## config.mk

```make
export PLATFORM = sky130hd
export DESIGN_NAME = alu_exec_seq
export DESIGN_NICKNAME = d
export VERILOG_FILES = /design/src/rtl/alu_exec_seq.sv
export SDC_FILE = /design/constraint.sdc
export NUM_CORES = 1
export LEC_CHECK = 0
export CELL_PAD_IN_SITES_DETAIL_PLACEMENT = 0
export CELL_PAD_IN_SITES_GLOBAL_PLACEMENT = 2
export CORE_UTILIZATION = 35
export CTS_CLUSTER_SIZE = 12
export DETAILED_ROUTE_END_ITERATION = 8
export PLACE_DENSITY_LB_ADDON = 0.2
export REMOVE_ABC_BUFFERS = 1
export SKIP_CTS_REPAIR_TIMING = 1
export SLEW_MARGIN = 10
export SYNTH_ARGS = -nofsm -noshare
export SYNTH_HDL_FRONTEND = slang
export SYNTH_SLANG_ARGS = --single-unit
export TNS_END_PERCENT = 10
```

## constraint.sdc

```tcl
create_clock -name clk -period 5 [get_ports clk]
set_input_delay 0.5 -clock clk [delete_from_list [all_inputs] [get_ports clk]]
set_output_delay 0.5 -clock clk [all_outputs]
set_load 0.01 [all_outputs]
```

## src/rtl/alu_exec_seq.sv

```systemverilog
// Command sequencer + ALU in front of an 8-entry register file with registered read data.
// Optional `FLAGS_EN adds zero/carry flag outputs updated by ADD/SUB/AND/OR/XOR.
module alu_exec_seq #(
    parameter int WIDTH  = 8,
    parameter int ADDR_W = 3
) (
    input  logic              clk,
    input  logic              rst,
    input  logic              cmd_valid,
    output logic              cmd_ready,
    input  logic [2:0]        cmd_op,
    input  logic [ADDR_W-1:0] cmd_rd,
    input  logic [ADDR_W-1:0] cmd_rs1,
    input  logic [ADDR_W-1:0] cmd_rs2,
    input  logic [WIDTH-1:0]  cmd_imm,
    output logic              rf_rw,
    output logic [ADDR_W-1:0] rf_register,
    output logic [WIDTH-1:0]  rf_data_in,
    input  logic [WIDTH-1:0]  rf_data_out,
    output logic              done,
    output logic [WIDTH-1:0]  result
`ifdef FLAGS_EN
    ,
    output logic              flag_z,
    output logic              flag_c
`endif
);

    localparam logic [2:0] OP_ADD = 3'd0;
    localparam logic [2:0] OP_SUB = 3'd1;
    localparam logic [2:0] OP_AND = 3'd2;
    localparam logic [2:0] OP_OR  = 3'd3;
    localparam logic [2:0] OP_XOR = 3'd4;
    localparam logic [2:0] OP_MOV = 3'd5;
    localparam logic [2:0] OP_LDI = 3'd6;
    localparam logic [2:0] OP_NOP = 3'd7;

    typedef enum logic [2:0] {
        IDLE = 3'd0,
        RD_A = 3'd1,
        RD_B = 3'd2,
        CAP  = 3'd3,
        EXEC = 3'd4,
        WB   = 3'd5
    } state_t;

    state_t              state_reg;
    state_t              state_next;
    logic [2:0]          op_reg;
    logic [ADDR_W-1:0]   rd_reg;
    logic [ADDR_W-1:0]   rs1_reg;
    logic [ADDR_W-1:0]   rs2_reg;
    logic [WIDTH-1:0]    imm_reg;
    logic [WIDTH-1:0]    opa_reg;
    logic [WIDTH-1:0]    opb_reg;
    logic [WIDTH-1:0]    result_reg;
    logic [WIDTH-1:0]    alu_add;
    logic [WIDTH-1:0]    alu_res;
    logic                transfer;

    assign transfer = cmd_valid && cmd_ready;
    assign alu_add  = opa_reg + opb_reg;
    assign result   = result_reg;

    always_comb begin
        alu_res = result_reg;
        case (op_reg)
            OP_ADD:  alu_res = alu_add;
            OP_SUB:  alu_res = opa_reg - opb_reg;
            OP_AND:  alu_res = opa_reg & opb_reg;
            OP_OR:   alu_res = opa_reg | opb_reg;
            OP_XOR:  alu_res = opa_reg ^ opb_reg;
            OP_MOV:  alu_res = opa_reg;
            OP_LDI:  alu_res = imm_reg;
            default: alu_res = result_reg;
        endcase
    end

`ifdef FLAGS_EN
    logic alu_c;

    // A truncated sum smaller than an addend means the add wrapped.
    always_comb begin
        alu_c = 1'b0;
        if (op_reg == OP_ADD) begin
            alu_c = (alu_add < opa_reg);
        end else if (op_reg == OP_SUB) begin
            alu_c = (opa_reg < opb_reg);
        end
    end
`endif

    always_ff @(posedge clk or posedge rst) begin
        if (rst) begin
            state_reg  <= IDLE;
            op_reg     <= '0;
            rd_reg     <= '0;
            rs1_reg    <= '0;
            rs2_reg    <= '0;
            imm_reg    <= '0;
            opa_reg    <= '0;
            opb_reg    <= '0;
            result_reg <= '0;
`ifdef FLAGS_EN
            flag_z     <= 1'b0;
            flag_c     <= 1'b0;
`endif
        end else begin
            state_reg <= state_next;
            if (transfer) begin
                op_reg  <= cmd_op;
                rd_reg  <= cmd_rd;
                rs1_reg <= cmd_rs1;
                rs2_reg <= cmd_rs2;
                imm_reg <= cmd_imm;
            end
            // Read data trails the request by one cycle: rs1 arrives in RD_B, rs2 in CAP.
            if (state_reg == RD_B) begin
                opa_reg <= rf_data_out;
            end
            if (state_reg == CAP) begin
                opb_reg <= rf_data_out;
            end
            if (state_reg == EXEC && op_reg != OP_NOP) begin
                result_reg <= alu_res;
            end
`ifdef FLAGS_EN
            if (state_reg == EXEC && op_reg < OP_MOV) begin
                flag_z <= (alu_res == '0);
                flag_c <= alu_c;
            end
`endif
        end
    end

    always_comb begin
        state_next  = state_reg;
        cmd_ready   = 1'b0;
        done        = 1'b0;
        rf_rw       = 1'b0;
        rf_register = '0;
        rf_data_in  = '0;
        case (state_reg)
            IDLE: begin
                cmd_ready = 1'b1;
                if (cmd_valid) begin
                    state_next = (cmd_op == OP_LDI || cmd_op == OP_NOP) ? EXEC : RD_A;
                end
            end
            RD_A: begin
                rf_register = rs1_reg;
                state_next  = RD_B;
            end
            RD_B: begin
                rf_register = rs2_reg;
                state_next  = CAP;
            end
            CAP: begin
                state_next = EXEC;
            end
            EXEC: begin
                state_next = WB;
            end
            WB: begin
                done = 1'b1;
                if (op_reg != OP_NOP) begin
                    rf_rw       = 1'b1;
                    rf_register = rd_reg;
                    rf_data_in  = result_reg;
                end
                state_next = IDLE;
            end
            default: begin
                state_next = IDLE;
            end
        endcase
    end

endmodule
```

==> reports/results.txt, run 1 <==
Status: finished, final reports clean
Vias in the first global route: 2195
N_diodes: 0
Setup crit start: op_reg[0]
Layout area overhead: 23.6%
Syn avg cell area: 10.2 um^2
Fillcell total: 821
Share of layout cells above drive strength 1: 14.3%
First-pass DRT Iterations: 4
IO Pins: 53
Post-Route WL: 7150 um
Synth top area share: 38.5%
Worst R2R End: result[7]
Cell area after synthesis: 3060 um^2
Root Driver: clkbuf_8
Total track usage: 17.1%
First-pass GRT wire length: 11600 um
Worst-skew pair later-pin latency: 0.30 ns
Cells after Synth: 301
Largest net degree at the start of global routing: 48
Worst R2R Setup Slack: 2.14 ns
Crit path max fanout: 15
Hold Violations, Final: 0
Clk slew on worst S/H paths: 0.09 ns
GRT overflow: 0
PnR worst setup slack: 1.93 ns
CTS Buffer Depth: 2
Final period util: 61.5%
Hold WC Path Type: register to register
Peak Freq: 0.325 GHz
Worst slew margin: 31.2%
Final net count: 404
Synth unique cells: 55
Critical path class: register to output port
Most common cell in the netlist: dfrtp_1
Critical path endpoint category: output port
Max cap viols: 0
Pwr Density: 729 nW/um^2
RSZ-0062 raised after global routing: false
Required time worst endpoint: 4.50 ns
Max Slew Vio Count: 0
Clock skew: 0.00497 ns
Num rows: 33
Most frequent cells after synthesis: dfrtp_1 (47), mux2_2 (30), inv_1 (26)
Pleak: 1.66 nW
Fin cells: 454
Sequential area share after synthesis: 38.5%
Worst vdd rail ir drop: 0.245 mV
Worst Tran Pin Value: 1.03 ns
Yosys Warn Count: 0
FFs w/ async S/R, synth: 100%
Crit path launch type: register
R2r worst-path depth: 8
Largest cells by area after synthesis: dfrtp_1 (38%), mux2_2 (11%), ha_1 (9.8%)
Inst Count DP: 446
DR WL/cell: 15.8 um
Worst setup path endpoint: rf_register[2]
Die X: 95.5 um
Die height: 95.5 um
Vias: 2329
Crit path DAT: 2.57 ns
CORE AREA: 8340 um^2
Pre-CTS setup slack: 2.14 ns
CTS tree: done
Num CTS Buffers: 5
Routability cong.: 0.783
Drt initial violations: 104
Reg2reg start: op_reg[0]
DRC Markers: 0
Vias/cell: 5.13
Setup TNS: 0 ns
Seq cells post-synth: 47
Die footprint: 9110 um^2
Final core utilization: 45.3%
Post-synth top area cell: dfrtp_1
Initial Util: 36.6%
Post-route ant nets: 0
H-tree level count: 2
Ys flop type: dfrtp_1
Final setup vio count: 0
Initial antenna violation count: 0
I/O Buffers: 52
DP HPWL: 5150 um
# clock sinks: 47
Final min period: 3.07 ns
Number of synthesized flops with an enable pin: 0
[critical path: stages, from the launching register on]
cell             delay, ns
dfrtp_1               0.72
nand3_1               0.41
and2_1                0.32
a222oi_1              0.29
inv_1                 0.07
clkdlybuf4s50_1       0.48
[placed cells by master (no fill, tap or decap), types with 5 or more instances in the layout]
| cell | instances |
|---|---|
| inv_1 | 25 |
| mux2_2 | 30 |
| nor2_1 | 11 |
| a31oi_1 | 8 |
| and3_1 | 9 |
| o21ai_0 | 20 |
| clkbuf_8 | 5 |
| nand2_1 | 20 |
| ha_1 | 24 |
| xnor2_1 | 8 |
| mux2i_1 | 7 |
| dfrtp_1 | 47 |
| a21oi_1 | 8 |
| clkdlybuf4s50_1 | 52 |
[where the power goes]
part	leakage, nW	switching (mW)	internal [mW]	total, mW
combinational	1.04	0.828	0.820	1.65
clock	0.0654	0.132	0.200	0.332
sequential	0.558	0.199	0.573	0.772
total	1.66	1.16	1.59	2.75
[per-layer routing]
layer	up-vias	GRT usage, %	share of wire (%)
met4	0	3.73	0.80
met5	-	0	0
li1	1168	-	-
met2	47	26.4	46
met3	5	2.79	3.8
met1	1109	25.0	50
[logic make-up (layout without fill, tap and decap cells)]
family          count (synthesis)  in the layout  synth area share, %
flops                          47             47                 38.5
xor+xnor                       10             10                 2.87
fa+ha+maj                      25             25                 10.5
simple gates                   71             71                 13.3
compound gates                 68             68                 14.7
mux                            38             38                 13.8
buf+inv                        42             90                 6.43
[stage by stage]
step	power (mW)	hold WS, ns	area (um^2)
floorplan	1.92	0.473	2960
global placement	2.44	0.491	3640
detailed placement	2.44	0.498	3640
CTS	2.79	0.522	3780
global route	3.03	0.538	3780
finish	2.75	0.511	3780
[cell type report]
type | instances | area, um^2 | area share (%)
well taps | 105 | 131 | 3.48
multi-input cells | 212 | 1690 | 44.7
inverters | 26 | 97.6 | 2.58
flip-flops and latches | 47 | 1180 | 31.1
clock buffers | 6 | 72.6 | 1.92
clock inverters | 2 | 60.1 | 1.59
repair buffers | 56 | 551 | 14.6
[how the worst min path moves through the flow]
stage                  to  startpoint  cells past startpoint  slack [ns]
2_1_floorplan  imm_reg[7]  imm_reg[7]                      1        0.47
3_3_place_gp   imm_reg[7]  imm_reg[7]                      1        0.49
3_5_place_dp   rs2_reg[2]  rs2_reg[2]                      1        0.50
4_1_cts        rs2_reg[2]  rs2_reg[2]                      1        0.52
5_1_grt        imm_reg[6]  imm_reg[6]                      1        0.54
6_report        result[4]   result[4]                      2        0.51
(Power assumes the default switching activity.)
==> run 2: changes to the inputs <==
Settings changed: CORE_UTILIZATION 35 to 34.
Clock period 5 ns to 2.95 ns, I/O delays scaled along.
==> reports/results.txt, run 2 (synthesis results as in run 1) <==
Status: finished, final reports clean
Vias in the first global route: 2365
Most common cell after layout, fill and taps aside: clkdlybuf4s50_1
Worst vdd rail ir drop: 0.401 mV
Share of layout cells above drive strength 1: 15.0%
Vias/cell: 5.19
Layout area overhead: 23.0%
Clock skew: 0.00524 ns
GRT overflow: 0
Final net count: 408
Peak Freq: 0.391 GHz
Drt initial violations: 90
Vias: 2393
CTS tree: done
DRC Markers: 0
Max Slew Vio Count: 0
Routability cong.: 0.817
Initial Util: 35.1%
Hold WC Path Type: input pin to async pin
Hold Violations, Final: 0
Num rows: 34
Root Driver: clkbuf_8
Largest net degree at the start of global routing: 31
Final period util: 86.7%
H-tree level count: 2
Die height: 96.8 um
Die X: 96.8 um
Crit path launch type: register
RSZ-0062 raised after global routing: false
IO Pins: 53
Worst Tran Pin Value: 0.659 ns
Most frequent cells in the layout: clkdlybuf4s50_1 (52), dfrtp_1 (47), mux2_2 (30)
DP Area: 3680 um^2
Post-Route WL: 7700 um
DR WL/cell: 16.7 um
WHS: 0.289 ns
Crit path max fanout: 7
CORE AREA: 8720 um^2
Required time worst endpoint: 3.18 ns
I/O Buffers: 52
Post-route cell area: 3760 um^2
Clk slew on worst S/H paths: 0.09 ns
First-pass GRT wire length: 12600 um
Crit path DAT: 2.79 ns
DP HPWL: 5700 um
Setup TNS: 0 ns
CTS Buffer Depth: 2
Final setup vio count: 0
Worst slew margin: 56.0%
Critical path class: register to register
# clock sinks: 47
First-pass DRT Iterations: 4
Final core utilization: 43.1%
Pwr Density: 1210 nW/um^2
Worst-skew pair later-pin latency: 0.30 ns
Total track usage: 17.3%
Fillcell total: 873
Pleak: 1.66 nW
Die footprint: 9370 um^2
Num CTS Buffers: 5
Tot Pwr: 4.57 mW
Initial antenna violation count: 0
Post-route ant nets: 0
N_diodes: 0
Max cap viols: 0
Final min period: 2.56 ns
Critical path endpoint category: register
[run 2: cell types whose count changed in the layout (fill, tap and decap cells not counted)]
cell	before	now
buf_4	4	8
bufinv_16	2	0
clkbuf_1	1	2
clkinv_2	0	1
[run 2: worst paths after layout]
kind,from,endpoint,slack [ns],cells after the start
min reg2reg,imm_reg[3],imm_reg[3],0.51,1
max,op_reg[2],result[7],0.39,8
min,rst,imm_reg[7],0.29,2
max reg2reg,op_reg[2],result[7],0.39,8
min in group clk,imm_reg[3],imm_reg[3],0.51,1
max in group asynchronous,rst,imm_reg[6],1.92,3
[run 2: cell type report]
| class | count | area (um^2) | share of cell area, % |
|---|---|---|---|
| Clock buffer | 7 | 76.3 | 2.03 |
| Clock inverter | 1 | 5.00 | 0.133 |
| Inverter | 26 | 97.6 | 2.60 |
| Multi-Input combinational cell | 212 | 1690 | 44.9 |
| Sequential cell | 47 | 1180 | 31.3 |
| Tap cell | 108 | 135 | 3.59 |
| Timing Repair Buffer | 60 | 581 | 15.4 |
[run 2: power by group]
part	internal, mW	switching, mW	total (mW)
logic	1.41	1.49	2.90
registers	0.972	0.317	1.29
clock network	0.167	0.212	0.379
[run 2: per-stage QoR]
step	instances	worst slack, ns
6_report	461	0.393
5_1_grt	461	0.185
4_1_cts	461	0.393
3_5_place_dp	453	0.408
3_3_place_gp	453	0.510
2_1_floorplan	285	0.258
[run 2: critical path, cell delays in order (launching register included)]
cell	delay, ns
dfrtp_1	0.42
nor3b_4	0.35
mux2i_1	0.36
ha_1	0.29
nor2b_1	0.14
o31ai_1	0.36
a32oi_1	0.19
and3b_1	0.23
nor3_2	0.16
[run 2: metal layers]
layer  track usage (%)  vias up  routed length (um)
li1                  -     1173                   -
met1              23.3     1162                3680
met2              28.8       51                3720
met3              2.82        7                 225
met4              4.13        0                  81
met5                 0        -                   0
